--- config.mk ---
export PLATFORM = sky130hd
export DESIGN_NAME = multi_key_debounce_sched
export DESIGN_NICKNAME = d
export VERILOG_FILES = /design/src/rtl/multi_key_debounce_sched.sv
export SDC_FILE = /design/constraint.sdc
export NUM_CORES = 1
export LEC_CHECK = 0
export ABC_AREA = 1
export BUFFER_PORTS_ARGS = -buffer_cell sky130_fd_sc_hd__clkbuf_2
export CORE_MARGIN = 2
export CORE_UTILIZATION = 35
export CTS_CLUSTER_DIAMETER = 60
export DETAILED_ROUTE_END_ITERATION = 10
export MAX_ROUTING_LAYER = met4
export PLACE_DENSITY = 0.56
export SLEW_MARGIN = 0
export SYNTH_ARGS = -nofsm -noshare
export SYNTH_HDL_FRONTEND = slang
export SYNTH_SLANG_ARGS = --single-unit
--- constraint.sdc ---
create_clock -name clk_i -period 2.6 [get_ports clk_i]
set_input_delay 0 -clock clk_i [delete_from_list [all_inputs] [get_ports clk_i]]
set_output_delay 0 -clock clk_i [all_outputs]
set_load 0.05 [all_outputs]
--- src/rtl/multi_key_debounce_sched.sv ---
// multi_key_debounce_sched
// Debounces KEY_CNT raw key inputs using one shared glitch timer. Keys whose
// synchronised level differs from their debounced level are granted the timer
// in round-robin order; a new level is committed only after it has been
// stable for G+1 consecutive samples, G = max(1, CLK_FREQ_MHZ*GLITCH_TIME_NS/1000).
//
// Optional feature macro: KEY_RELEASE_STB_EN
//   defined   : release commits pulse key_released_stb_o[idx]
//   undefined : key_released_stb_o is tied to 0
//
// Ports
//   clk_i              : clock, rising edge
//   rst_n_i            : synchronous active-low reset
//   key_i              : raw asynchronous keys, 1 = pressed
//   key_state_o        : debounced level per key
//   key_pressed_stb_o  : one-cycle strobe on a committed 0->1 transition
//   key_released_stb_o : one-cycle strobe on a committed 1->0 transition
//   busy_o             : timer allocated (TIMING or COMMIT)
//   grant_idx_o        : index of the key currently owning the timer
module multi_key_debounce_sched #(
   parameter int unsigned CLK_FREQ_MHZ   = 150,
   parameter int unsigned GLITCH_TIME_NS = 100,
   parameter int unsigned KEY_CNT        = 4
) (
   input  logic                clk_i,
   input  logic                rst_n_i,
   input  logic [KEY_CNT-1:0]  key_i,
   output logic [KEY_CNT-1:0]  key_state_o,
   output logic [KEY_CNT-1:0]  key_pressed_stb_o,
   output logic [KEY_CNT-1:0]  key_released_stb_o,
   output logic                busy_o,
   output logic [((KEY_CNT > 1) ? $clog2(KEY_CNT) : 1)-1:0] grant_idx_o
);

   localparam int unsigned G_RAW = (CLK_FREQ_MHZ * GLITCH_TIME_NS) / 1000;
   localparam int unsigned G     = (G_RAW < 1) ? 1 : G_RAW;
   localparam int unsigned TW    = $clog2(G + 1);
   localparam int unsigned IW    = (KEY_CNT > 1) ? $clog2(KEY_CNT) : 1;

   typedef enum logic [1:0] {
      IDLE   = 2'd0,
      TIMING = 2'd1,
      COMMIT = 2'd2
   } state_t;

   state_t              state, state_nxt;
   logic [KEY_CNT-1:0]  sync1, key_s;
   logic [KEY_CNT-1:0]  key_state, key_state_nxt;
   logic [KEY_CNT-1:0]  press_stb, press_nxt;
   logic [IW-1:0]       idx, idx_nxt;
   logic [IW-1:0]       rr, rr_nxt;
   logic [IW-1:0]       idx_inc;
   logic [IW-1:0]       pick;
   logic                found;
   logic                tgt, tgt_nxt;
   logic [TW-1:0]       timer, timer_nxt;
   logic                busy, busy_nxt;
   logic [KEY_CNT-1:0]  mismatch;

`ifdef KEY_RELEASE_STB_EN
   logic [KEY_CNT-1:0]  rel_stb, rel_nxt;
`endif

   assign mismatch = key_s ^ key_state;

   // Successor of the granted index, wrapping at KEY_CNT-1
   assign idx_inc = (idx == IW'(KEY_CNT - 1)) ? '0 : idx + IW'(1);

   // Round-robin search: first mismatching key at or after rr
   always_comb begin
      found = 1'b0;
      pick  = '0;
      for (int unsigned i = 0; i < KEY_CNT; i++) begin
         int unsigned s;
         s = 32'(rr) + i;
         if (s >= KEY_CNT) s = s - KEY_CNT;
         if (!found && mismatch[IW'(s)]) begin
            found = 1'b1;
            pick  = IW'(s);
         end
      end
   end

   // Next-state and datapath logic
   always_comb begin
      state_nxt     = state;
      idx_nxt       = idx;
      tgt_nxt       = tgt;
      timer_nxt     = timer;
      rr_nxt        = rr;
      key_state_nxt = key_state;
      press_nxt     = '0;
`ifdef KEY_RELEASE_STB_EN
      rel_nxt       = '0;
`endif
      case (state)
         IDLE: begin
            if (found) begin
               idx_nxt   = pick;
               tgt_nxt   = key_s[pick];
               timer_nxt = TW'(G - 1);
               state_nxt = TIMING;
            end
         end
         TIMING: begin
            if (key_s[idx] != tgt) begin
               // glitch: give up without touching outputs
               state_nxt = IDLE;
               rr_nxt    = idx_inc;
            end else if (timer == '0) begin
               state_nxt = COMMIT;
               rr_nxt    = idx_inc;
            end else begin
               timer_nxt = timer - TW'(1);
            end
         end
         COMMIT: begin
            key_state_nxt[idx] = tgt;
            if (tgt) begin
               press_nxt[idx] = 1'b1;
            end
`ifdef KEY_RELEASE_STB_EN
            else begin
               rel_nxt[idx] = 1'b1;
            end
`endif
            state_nxt = IDLE;
         end
         default: state_nxt = IDLE;
      endcase
      busy_nxt = (state_nxt == TIMING) || (state_nxt == COMMIT);
   end

   // State, synchroniser and output registers
   always_ff @(posedge clk_i) begin
      if (!rst_n_i) begin
         state     <= IDLE;
         sync1     <= '0;
         key_s     <= '0;
         key_state <= '0;
         press_stb <= '0;
         idx       <= '0;
         rr        <= '0;
         tgt       <= 1'b0;
         timer     <= '0;
         busy      <= 1'b0;
      end else begin
         state     <= state_nxt;
         sync1     <= key_i;
         key_s     <= sync1;
         key_state <= key_state_nxt;
         press_stb <= press_nxt;
         idx       <= idx_nxt;
         rr        <= rr_nxt;
         tgt       <= tgt_nxt;
         timer     <= timer_nxt;
         busy      <= busy_nxt;
      end
   end

`ifdef KEY_RELEASE_STB_EN
   // Release strobe register
   always_ff @(posedge clk_i) begin
      if (!rst_n_i) begin
         rel_stb <= '0;
      end else begin
         rel_stb <= rel_nxt;
      end
   end
   assign key_released_stb_o = rel_stb;
`else
   assign key_released_stb_o = '0;
`endif

   assign key_state_o       = key_state;
   assign key_pressed_stb_o = press_stb;
   assign busy_o            = busy;
   assign grant_idx_o       = idx;

endmodule
==> Word level (Yosys, flattened, before mapping) <==
Index checks and enable logic that the tools add are counted.
{ "classes": {"n_addsub": 9, "n_lt_le_gt_ge": 11, "eq_ne": 9, "mux": 38, "bitwise_logic": 1, "reduce_logical": 16} }
{ "ops": {"columns": ["operator", "count"], "rows": [
  ["2-bit 2-to-1 mux", 14],
  ["2-bit by 3-bit less-than comparator with 1-bit output (second input constant)", 6],
  ["1-bit binary-select mux with 2-bit select", 6],
  ["4-bit 2-to-1 mux", 3],
  ["1-bit 2-to-1 mux", 11],
  ["3-bit greater-or-equal comparator (second input constant)", 3],
  ["4-bit one-hot mux with 2 select lines", 1],
  ["2-bit by 1-bit subtractor with 2-bit output (second input constant)", 4],
  ["2-bit by 2-bit adder with 3-bit output (second input constant)", 2],
  ["2-bit == test (second input constant)", 3],
  ["2-bit inequality test (second input constant)", 3],
  ["4-bit bitwise mux", 1],
  ["2-bit by 1-bit == test with 1-bit output (second input constant)", 2],
  ["1-bit logical AND", 4],
  ["4-bit zero test", 1],
  ["2-bit one-hot mux with 2 select lines", 1],
  ["2-bit AND reduction", 2],
  ["4-bit AND reduction", 1],
  ["2-bit nonzero test", 2],
  ["4-bit by 1-bit subtractor with 4-bit output (second input constant)", 1],
  ["4-bit XOR", 1],
  ["2-bit by 1-bit adder with 3-bit output (second input constant)", 1],
  ["2-bit by 3-bit greater-or-equal comparator with 1-bit output (second input constant)", 1],
  ["1-bit zero test", 3],
  ["other kinds (7)", 7]
]} }
{ "word_totals": {"ff_bits": 28, "out_inout_bits": 15} }

==> Longest topological paths before layout <==
{ "depth": {"depth_word": 18, "mapped_depth": 17, "depth_no_buf": 16} }

==> Worst setup path before layout <==
Ideal clock, no wire load.
{ "synth_path": {"path_type": "register -> register", "start": "reg idx[1], in the netlist grant_idx_o[1]", "end": "reg timer[2]", "setup_ps": 115, "arrival_ps": 1745, "setup_slack_ps": 741, "path_stages_with_launch": 10, "path_buffers": 0, "period_less_slack_ps": 1859, "cell_sequence": "dfxtp_1 > inv_2 > a21oi_1 > o21ai_1 > nand2_1 > xor2_2 > nand4_1 > nand2_4 > a21oi_1 > o21a_1"} }
{ "synth_between": {"elab_chain_cells": 5} }
{ "synth_rtl": {"columns": ["element", "line_no", "source"], "rows": [
  ["from (decl)", "50", "logic [IW-1:0] idx, idx_nxt;"],
  ["from (signal assigned)", "153", "idx <= idx_nxt;"],
  ["1-bit binary-select mux with 2-bit select", "106", "if (key_s[idx] != tgt) begin"],
  ["1-bit 2-to-1 mux (not written as such)", "106", null],
  ["1-bit inequality test", "106", null],
  ["2-bit inequality test (no line)", null, null],
  ["4-bit AND reduction (no line)", null, null],
  ["to (signal assigned)", "156", "timer <= timer_nxt;"],
  ["to (decl)", "56", "logic [TW-1:0] timer, timer_nxt;"]
]} }
Every way passes these cells. The select of a mux whose other input is x is not followed.
A chain may end at the register's enable or synchronous reset.

==> Worst setup path after layout <==
{ "layout_path": {"start": "reg rr[0]", "end": "reg tgt"} }
{ "layout_between": {"elab_chain_cells": 16, "word_cells_on_any_way": 40, "cone_classes": "7 x add/sub; 4 x order compare; 22 x mux; 7 x reduce/logical"} }
{ "layout_rtl": {"columns": ["element", "line_no", "source"], "rows": [
  ["from (decl)", "51", "logic [IW-1:0] rr, rr_nxt;"],
  ["from (signal assigned)", "154", "rr <= rr_nxt;"],
  ["parallel branches: the longest is 16 deep, another holds 2-bit by 1-bit adder with 3-bit output", null, null],
  ["to (signal assigned)", "155", "tgt <= tgt_nxt;"],
  ["to (decl)", "55", "logic tgt, tgt_nxt;"]
]} }
Parallel ways; which one is timed is not known. The select of a mux whose other input is x is not followed.

==> flow_metrics.tcl <==
set metrics [dict create \
    grt_pass1_vias 1264 \
    yosysSeqAreaShare_pct 35.70 \
    hpwl_um 2422 \
    setup_tns_ps 0 \
    timing_hold_violations_final 0 \
    finalNetCount 251 \
    peakVddDrop_uv 465.6 \
    clkPwrFrac_pct 11.3 \
    period_share_pct 70.13 \
    final_area_um2 1748 \
    cts_setup_buffers 0 \
    async_flop_share_pct 0 \
    core_area_um2 4324 \
    p_sw_share_pct 49.56 \
    io_pins 21 \
    cp-end-kind "flop" \
    wl_per_cell_um 10.59 \
    worstSetupStartpointType "flop" \
    seq_area_um2 560.5 \
    worstPathCellList "nand3_1 > and2_1 > or2_0 > nor2_1 > inv_1 > nand2_2 > inv_1 > nand3_2 > nand3_1 > nand2_1 > inv_1" \
    htree_levels 1 \
    synth_area_um2 1570 \
    r2r_end "tgt$_SDFFE_PN0P_" \
    min_from "rst_n_i" \
    yosys.area.top_type "dfxtp_1" \
    grt_pass1_wl_um 5326 \
    antenna_found_initial 0 \
    reg2reg_from "rr[0]$_SDFFE_PN0P_" \
    fillCellCount 460 \
    syn2layout_area_growth_pct 11.31 \
    synth_edf_count 0 \
    rrSetupSlack_ps 780 \
    min_to "sync1[3]$_SDFF_PN0_" \
    r2r_cells 11 \
    grt_usage_pct 13.67 \
    slowest_delay_ps 600 \
    post-route-min-period_ps 1823 \
    numCtsBuffers 3 \
    rsz0062_at_grt "no" \
    instances_no_fill 290 \
    path_common_cell "inv_1" \
    drive_above_1_share_pct 19.33 \
    maxSlewViolCount 0 \
    grt_start_max_net_pins 19 \
    globalplace.congestion 0.8251 \
    comb_power_share_pct 58.6 \
    cts_tree "built" \
    p_switching_w 0.001011 \
    status "completed" \
    clkTransAtPathRegs_ps 90 \
    synthCells 220 \
    clockBufferDepth 2 \
    ys.warnings.count 0 \
    worstHoldPathType "in2reg" \
    routed_wl_um 3070 \
    ant_nets 0 \
    syn_area_per_cell_um2 7.138 \
    grt_overflow 0 \
    worst-path-max-fanout 10 \
    io_buffers 16 \
    synth.top_cell.area_share_pct 35.70 \
    cts_sinks 28 \
    synth_commonest_cells "41 x nand2_1, 31 x inv_1, 29 x nand3_1" \
    vias_per_cell 4.617 \
    maxCapViolCount 0 \
    drtIter0Drc 41 \
    multi_input_area_um2 802.0 \
    drtPass1Iterations 6 \
    worstSetupPathType "reg2reg" \
    drc 0 \
    initial_core_util_pct 36.31 \
    powerDensity_nw_per_um2 1167 \
    fin_total_pwr_w 0.002039 \
    clock.fmax_ghz 0.5484 \
    p_int_w 0.001028 \
    crit_required_ps 2780 \
    synth.area.top_cells "dfxtp_1 36%, nand2_1 9.8%, nand3_1 9.2%, inv_1 7.4%, a21oi_1 4.1%" \
    via_count 1339 \
    dp_cells 283 \
    placed_area_um2 1667 \
    core.rowCount 24 \
    slowest_stage "dfxtp_1" \
    synth_cell_types 31 \
    diodes 0 \
    cellLeakagePower_nw 0.8395 \
    finClkSkew_ps 3.092 \
    root_buffer "clkbuf_8" \
    ys.flop_type "dfxtp_1" \
    insertion_delay_ps 270 \
    synth_seq_cells 28 \
    yosysMostFrequentCell "nand2_1" \
    finalHoldWorstSlack_ps 138.0 \
    arrival_ps 2010 \
    hold_depth 3 \
    pwr-share-seq_pct 30.1 \
    finalSetupViolations 0 \
    dieArea_um2 5038 \
    die_w_um 70.98 \
    die_h_um 70.98 \
]
## per-stage QoR
step / setup slack (ps) / util [%]
4_1_cts: 773.9 / 40.42
5_1_grt: 599.7 / 40.42
2_1_floorplan: 740.8 / -
6_report: 776.6 / 40.42
3_5_place_dp: 792.7 / 38.54
3_3_place_gp: 788.8 / 38.54
## cells in the final DEF (no fill, tap or decap), types with 5 or more instances in the layout
master	Yosys	routed
a21oi_1	13	13
nand3_1	29	29
inv_1	31	31
nor2_1	16	16
nand2_2	6	6
nand2_1	41	41
inv_2	5	5
nand2_4	5	5
dfxtp_1	28	28
o21ai_0	9	9
ha_1	5	5
clkbuf_2	0	16
## flip-flops by register name, summed over array words and instances, names as in the netlist
register	cells
grant_idx_o	2
key_state_o	4
state	2
sync1	4
busy_o	1
tgt	1
rr	2
timer	4
key_pressed_stb_o	4
key_s	4
## power groups by stage
stage | combinational (W) | clock [W] | sequential, W
6_report | 0.00119 | 0.000231 | 0.000613
3_3_place_gp | 0.00120 | 0 | 0.000625
2_1_floorplan | 0.00100 | 0 | 0.000639
4_1_cts | 0.00120 | 0.000242 | 0.000614
5_1_grt | 0.00135 | 0.000261 | 0.000629
3_5_place_dp | 0.00119 | 0 | 0.000624
## worst max-delay path: cells and delay by family (launching register included)
| family | cells | cell delay, ps |
|---|---|---|
| DFF | 1 | 600 |
| buffers and inverters | 3 | 140 |
| and+or+nand+nor | 8 | 980 |
## cells by family after synthesis
| family | after synthesis | synth area share (%) |
|---|---|---|
| buf+inv | 47 | 13.94 |
| flops | 28 | 35.70 |
| simple gates | 107 | 34.18 |
| compound gates | 30 | 10.36 |
| other cells | 1 | 0.2388 |
| fa+ha+maj | 5 | 3.984 |
| xor+xnor | 2 | 1.594 |
## cell type report
cell class | count | area share, %
sequential | 28 | 32.07
clock buffer | 3 | 2.362
timing repair buffer | 20 | 6.872
multi-input combinational | 148 | 45.88
tap | 52 | 3.722
inverter | 39 | 9.091
## timing repair
item                      CTS  global route
hold endpoints to repair    4             0
resized for setup           0             0
hold buffers                4             0
## worst max path at each step
stage	from	to	slack (ps)	depth (start not counted)
global route	rr[0]$_SDFFE_PN0P_	tgt$_SDFFE_PN0P_	600	15
detailed placement	rr[0]$_SDFFE_PN0P_	tgt$_SDFFE_PN0P_	790	11
global placement	rr[0]$_SDFFE_PN0P_	tgt$_SDFFE_PN0P_	790	11
finish	rr[0]$_SDFFE_PN0P_	tgt$_SDFFE_PN0P_	780	11
CTS	rr[0]$_SDFFE_PN0P_	tgt$_SDFFE_PN0P_	770	11
floorplan	grant_idx_o[1]$_SDFFE_PN0P_	timer[2]$_SDFFE_PN0P_	740	9
## per-layer routing
metal	wire, um	part of all wire (%)	GRT usage, %	vias to the layer above
met1	1507	49	17.43	589
met4	69	2.2	7.757	0
met5	0	0	-	-
met3	79	2.6	2.137	5
li1	-	-	-	727
met2	1413	46	20.56	18
Note: power is estimated with default switching activity, not from simulation.
